<file path="src/rtl/uart_pkg.sv">
// Shared UART transmit-side definitions: arbiter state encoding, default data width
// and the frame length common to the arbiter and the serializer.
package uart_pkg;

    typedef enum logic [1:0] {
        StIdle  = 2'd0,
        StStart = 2'd1,
        StWait  = 2'd2,
        StGap   = 2'd3
    } tx_arb_state_e;

    localparam int unsigned DefaultWidth = 8;
    // Start bit + data bits + stop bit.
    localparam int unsigned FrameBits    = DefaultWidth + 2;

endpackage

</file>
<file path="src/rtl/rr_priority_picker.sv">
// Combinational round-robin picker: first set request at or above ptr, wrapping at N-1 -> 0.
// Returns a one-hot grant, its index, and whether any request is present.
module rr_priority_picker #(
    parameter int unsigned N = 4
) (
    input  logic [N-1:0]         req,
    input  logic [$clog2(N)-1:0] ptr,
    output logic [N-1:0]         grant,
    output logic [$clog2(N)-1:0] idx,
    output logic                 any
);

    localparam int unsigned IdxW = $clog2(N);

    always_comb begin
        grant = '0;
        idx   = '0;
        any   = |req;
        // Scan from the farthest offset down so the nearest request to ptr wins last.
        for (int off = N - 1; off >= 0; off--) begin
            if (req[(int'(ptr) + off) % N]) begin
                idx = IdxW'((int'(ptr) + off) % N);
            end
        end
        if (any) begin
            grant[idx] = 1'b1;
        end
    end

endmodule

</file>
<file path="src/rtl/uart_tx_arbiter.sv">
// Round-robin sharing of one UART TX serializer among N requesters, one byte per grant.
// Optional WAIT-state watchdog enabled by defining UART_TX_WDOG_EN.
module uart_tx_arbiter
    import uart_pkg::*;
#(
    parameter int unsigned WIDTH       = DefaultWidth,
    parameter int unsigned N           = 4,
    parameter int unsigned GAP_CYCLES  = 16,
    parameter int unsigned WDOG_CYCLES = 65536
) (
    input  logic                 clk,
    input  logic                 reset,
    input  logic [N-1:0]         req_valid,
    input  logic [N*WIDTH-1:0]   req_data,
    output logic [N-1:0]         req_ready,
    output logic                 tx_start,
    output logic [WIDTH-1:0]     tx_data,
    input  logic                 tx_done,
    output logic                 busy,
    output logic [$clog2(N)-1:0] grant_id,
    output logic                 tx_timeout
);

    localparam int unsigned IdxW    = $clog2(N);
    localparam int unsigned GapW    = (GAP_CYCLES > 1) ? $clog2(GAP_CYCLES) : 1;
    localparam int unsigned GapLast = (GAP_CYCLES > 0) ? GAP_CYCLES - 1 : 0;

    tx_arb_state_e    state_q, state_d;
    logic [IdxW-1:0]  rr_ptr_q;
    logic [WIDTH-1:0] tx_data_q;
    logic [IdxW-1:0]  grant_id_q;
    logic [GapW-1:0]  gap_q;
    logic             wdog_fire;

    logic [N-1:0]     pick_grant;
    logic [IdxW-1:0]  pick_idx;
    logic             pick_any;

    rr_priority_picker #(
        .N (N)
    ) u_picker (
        .req   (req_valid),
        .ptr   (rr_ptr_q),
        .grant (pick_grant),
        .idx   (pick_idx),
        .any   (pick_any)
    );

`ifdef UART_TX_WDOG_EN
    localparam int unsigned WdogW    = (WDOG_CYCLES > 1) ? $clog2(WDOG_CYCLES) : 1;
    localparam int unsigned WdogLast = (WDOG_CYCLES > 0) ? WDOG_CYCLES - 1 : 0;

    logic [WdogW-1:0] wdog_q;
    logic             tx_timeout_q;

    // A tx_done on the final watchdog cycle still counts as a normal completion.
    assign wdog_fire = (state_q == StWait) && !tx_done && (wdog_q == WdogW'(WdogLast));

    always_ff @(posedge clk) begin
        if (reset) begin
            wdog_q       <= '0;
            tx_timeout_q <= 1'b0;
        end else begin
            wdog_q       <= (state_q == StWait && state_d == StWait) ? wdog_q + 1'b1 : '0;
            tx_timeout_q <= wdog_fire;
        end
    end

    assign tx_timeout = tx_timeout_q;
`else
    assign wdog_fire  = 1'b0;
    assign tx_timeout = 1'b0;
`endif

    // State register.
    always_ff @(posedge clk) begin
        if (reset) begin
            state_q <= StIdle;
        end else begin
            state_q <= state_d;
        end
    end

    // Next-state logic.
    always_comb begin
        state_d = state_q;
        unique case (state_q)
            StIdle:  if (pick_any) state_d = StStart;
            StStart: state_d = StWait;
            StWait:  if (tx_done || wdog_fire) state_d = (GAP_CYCLES > 0) ? StGap : StIdle;
            StGap:   if (gap_q == GapW'(GapLast)) state_d = StIdle;
            default: state_d = StIdle;
        endcase
    end

    // Data latch, grant bookkeeping and gap counter.
    always_ff @(posedge clk) begin
        if (reset) begin
            rr_ptr_q   <= '0;
            tx_data_q  <= '0;
            grant_id_q <= '0;
            gap_q      <= '0;
        end else begin
            if (state_q == StIdle && pick_any) begin
                tx_data_q  <= req_data[int'(pick_idx) * WIDTH +: WIDTH];
                grant_id_q <= pick_idx;
                rr_ptr_q   <= IdxW'((int'(pick_idx) + 1) % N);
            end
            gap_q <= (state_q == StGap && state_d == StGap) ? gap_q + 1'b1 : '0;
        end
    end

    // Outputs.
    always_comb begin
        req_ready = (state_q == StIdle) ? pick_grant : '0;
        tx_start  = (state_q == StStart);
        busy      = (state_q != StIdle);
        tx_data   = tx_data_q;
        grant_id  = grant_id_q;
    end

endmodule

</file>
<file path="config.mk">
export PLATFORM = sky130hd
export DESIGN_NAME = uart_tx_arbiter
export DESIGN_NICKNAME = d
export VERILOG_FILES = /design/src/rtl/uart_pkg.sv /design/src/rtl/rr_priority_picker.sv /design/src/rtl/uart_tx_arbiter.sv
export SDC_FILE = /design/constraint.sdc
export NUM_CORES = 1
export LEC_CHECK = 0
export ABC_AREA = 1
export CAP_MARGIN = 0
export CELL_PAD_IN_SITES_DETAIL_PLACEMENT = 1
export CELL_PAD_IN_SITES_GLOBAL_PLACEMENT = 1
export CORE_MARGIN = 2
export CORE_UTILIZATION = 27
export DETAILED_ROUTE_END_ITERATION = 10
export GPL_ROUTABILITY_DRIVEN = 0
export PLACE_DENSITY = 0.82
export SLEW_MARGIN = 10
export SYNTH_ARGS = -nofsm -noshare
export SYNTH_HDL_FRONTEND = slang
export SYNTH_SLANG_ARGS = --single-unit
</file>
<file path="constraint.sdc">
create_clock -name clk -period 2.95 [get_ports clk]
set_input_delay 0.885 -clock clk [delete_from_list [all_inputs] [get_ports clk]]
set_output_delay 0.885 -clock clk [all_outputs]
set_load 0.01 [all_outputs]
</file>
==> impl_results.md <==
* Logic gate share of total power at between 70% and 80%
* Vias per inst at ~4.5
* Sum of net half-perimeters after detailed placement at between 3000 and 4000 µm
* Portion of the post-synthesis area used by sequential elements at about a quarter
* Full die area at about 0.0063 mm²
* Inserted Clock Buffers at 3
* Reg2reg setup slack at roughly 0.79 ns
* WL per Instance at between 10 and 15 µm
* Share of total power in the clock network at approximately a tenth
* GR Util All Layers at between 15 and 20%
* Placement row count at 27
* Net count of the finished layout at 351
* Total of warnings raised by yosys at 0
* Congestion Overflow GR at 0
* CTS tree: done
* Number of buffers between clock root and the deepest sink at 2
* Combined area of all synthesized cells at approximately 0.0015 mm²
* Total internal power at approximately 1.1 mW
* Fin. max-slew vios at 0
* Tcrit/Tclk final at 99.49%
* Destination of the worst register-to-register timing path: tx_data[1]
* Number of failing setup endpoints in the final timing report at 0
* Power Dens Cells at around 800 mW/mm²
* Most frequent standard cell in the layout excluding fill and tap cells: clkdlybuf4s50_1
* DRC violation count after routing at 0
* R2r worst-path depth at 15
* Origin of the critical flop-to-flop path: rr_ptr_q[0]
* Maximum clock skew at final layout at ~0.00067 ns
* Sw Ratio at 46.51%
* Hold/Removal Path Class: flop to flop
* Number of antenna diodes at 0
* Cell taking the most area after synthesis: dfxtp_1
* Via count of the routed design at about 1700
* Antenna violations before repair at 0
* Clock insertion delay at the later pin of the skew report at 0.25 ns
* Peak ir drop on the vdd network at around 0.26 mV
* Clock root cell: clkbuf_8
* Post-route ant nets at 0
* Highest fanout seen on the critical path at 3
* CTS HTree Levels at 1
* Top-area cell type share of the netlist area at 23.43%
* Start point of the critical path: req_valid[3]
* Post-layout util at between 40% and 50%
* Worst Path Class, Setup: input port to output port
* Height of the chip at just under 80 µm
* Number of hold-slack violations in the final timing report at 0
* Fmax at about 340 MHz
* Top library cells by usage in the layout, fill and taps aside: 46 x clkdlybuf4s50_1, 39 x inv_1, 31 x nand3_1
* TritonRoute pass-1 iters at 4
* Area contributors post-synth: dfxtp_1 23%, inv_1 11%, nand3_1 11%
* Maximum number of pins on one net before global-route repair at 17
* Syn avg cell area at approximately 6.6 µm²
* Net Count, Synth at between 200 and 300
* Arrival time of the worst setup path at roughly 2.1 ns
* Number of port buffers at 54
* Die extent in x at 79.47 µm
* Initial Util at approximately 28%
* CP endpoint kind: output port
* Number of global-route vias before repair at between 1500 and 2000
* Destination of the critical timing path: req_ready[3]
* Startpoint Class: input port
* Post-CTS clock slew at the launch and capture registers of the worst setup and hold paths at around 0.07 ns
* Share of total power in sequential cells at between 10% and 20%
* Static Leakage at 1.208 nW
* Register bit count reported by yosys at 18
* Synthesized instance count at approximately 230
* Final critical delay including setup and external delays at roughly 3 ns
* Core footprint at 0.005507 mm²
* First-pass GRT wire length at 8024 µm
* Setup repair after global routing missed its margin: yes
* First-iteration detailed-routing DRC count at 40
* Max-cap violation count at 0
* Proportion of layout cells with a drive suffix above 1 at 31.05%
* Number of distinct library cells after synthesis at 29
* Run status: finished, final reports clean
* Area growth, synth to finish at 61.76%
* Count of clock tree sinks at 18
* Required time at the endpoint of the critical path at between 2 and 2.5 ns
* Switching power total at slightly above 0.9 mW
* Post-Route Hold Slack at about 0.46 ns
* Drt total wl at between 4000 and 5000 µm
* I/O pin count at 56
* Total of hold buffers inserted after clock tree synthesis at 0
-- final cells by class --
cell class / count / area, µm²
Timing Repair Buffer: 77 / 721.9
Tap cell: 72 / 90.09
Multi-Input combinational cell: 156 / 1041
Fill cell: 695 / 3019
Inverter: 51 / 219.0
Sequential cell: 18 / 360.3
Clock buffer: 4 / 55.05
-- sequential cells by signal, indices dropped and copies added, names as in the netlist --
signal / count
grant_id: 2
tx_data: 8
gap_q: 4
state_q: 2
rr_ptr_q: 2
-- critical path: stages --
cell and delay (ns):
buf_6 0.10, inv_4 0.06, nand2_4 0.06, nand3_4 0.10, nand4_1 0.15, nand2_4 0.11
nand2_4 0.07, buf_6 0.14, ha_4 0.15, inv_2 0.04, nor2_1 0.04, buf_2 0.15
-- cells by family (layout without fill, tap and decap cells) --
kind of cell	count (synthesis)	after routing	synth area share (%)
adder cells (fa/ha/maj)	5	5	4.068
buffers and inverters	59	132	19.20
flip-flops	18	18	23.43
AO/OA/AOI/OAI	14	14	4.963
AND/OR/NAND/NOR	135	135	47.52
XOR/XNOR	1	1	0.5697
other	1	1	0.2439
-- synth_stat cells (all sizes together) --
cell / count
dfxtp: 18
o21a: 2
dlymetal6s2s: 1
or2: 2
nand4: 3
conb: 1
a21oi: 7
nand2: 57
nor2: 25
clkbuf: 1
inv: 50
ha: 5
buf: 6
nand3: 40
bufinv: 1
nand3b: 8
o21ai: 5
xnor2: 1
-- power by group through the flow --
| stage | registers, mW | logic [mW] | clock network [mW] |
|---|---|---|---|
| after CTS | 0.341 | 1.37 | 0.208 |
| after detailed placement | 0.346 | 1.26 | 0 |
| after floorplan | 0.361 | 0.808 | 0 |
| after global routing | 0.349 | 1.58 | 0.218 |
| after global placement | 0.344 | 1.23 | 0 |
| final | 0.342 | 1.45 | 0.201 |
-- layer usage --
layer	vias up	share of wire, %	track usage, %
met4	0	0.70	2.931
met1	803	42	17.91
li1	856	-	-
met2	41	54	30.25
met3	5	3.7	3.620
met5	-	0	0
-- worst min-delay path by stage --
stage	endpoint	cells after the start	startpoint	slack (ns)
CTS	gap_q[0]	1	gap_q[0]	0.46
global placement	gap_q[0]	1	gap_q[0]	0.43
floorplan	gap_q[0]	1	gap_q[0]	0.42
global route	gap_q[0]	1	gap_q[0]	0.49
detailed placement	gap_q[0]	1	gap_q[0]	0.44
finish	gap_q[0]	1	gap_q[0]	0.46
-- stage by stage --
step           area [µm²]  setup slack [ns]  std cells  power (mW)  TNS [ns]
2_1_floorplan        1551           0.01531        233       1.169         0
3_3_place_gp         2237           -0.8627        368       1.573    -3.360
3_5_place_dp         2237           -0.9400        368       1.609    -3.557
4_1_cts              2380         0.0006244        375       1.919         0
5_1_grt              2487          -0.04727        378       2.147   -0.1214
6_report             2487           0.01500        378       1.991         0
-- timing repair --
item	CTS	global route
gates resized for setup	65	21
gates cloned	0	0
setup endpoints to repair	4	4
setup buffers	3	3
pin swaps	17	22
Power figures use the tool's default switching activity.
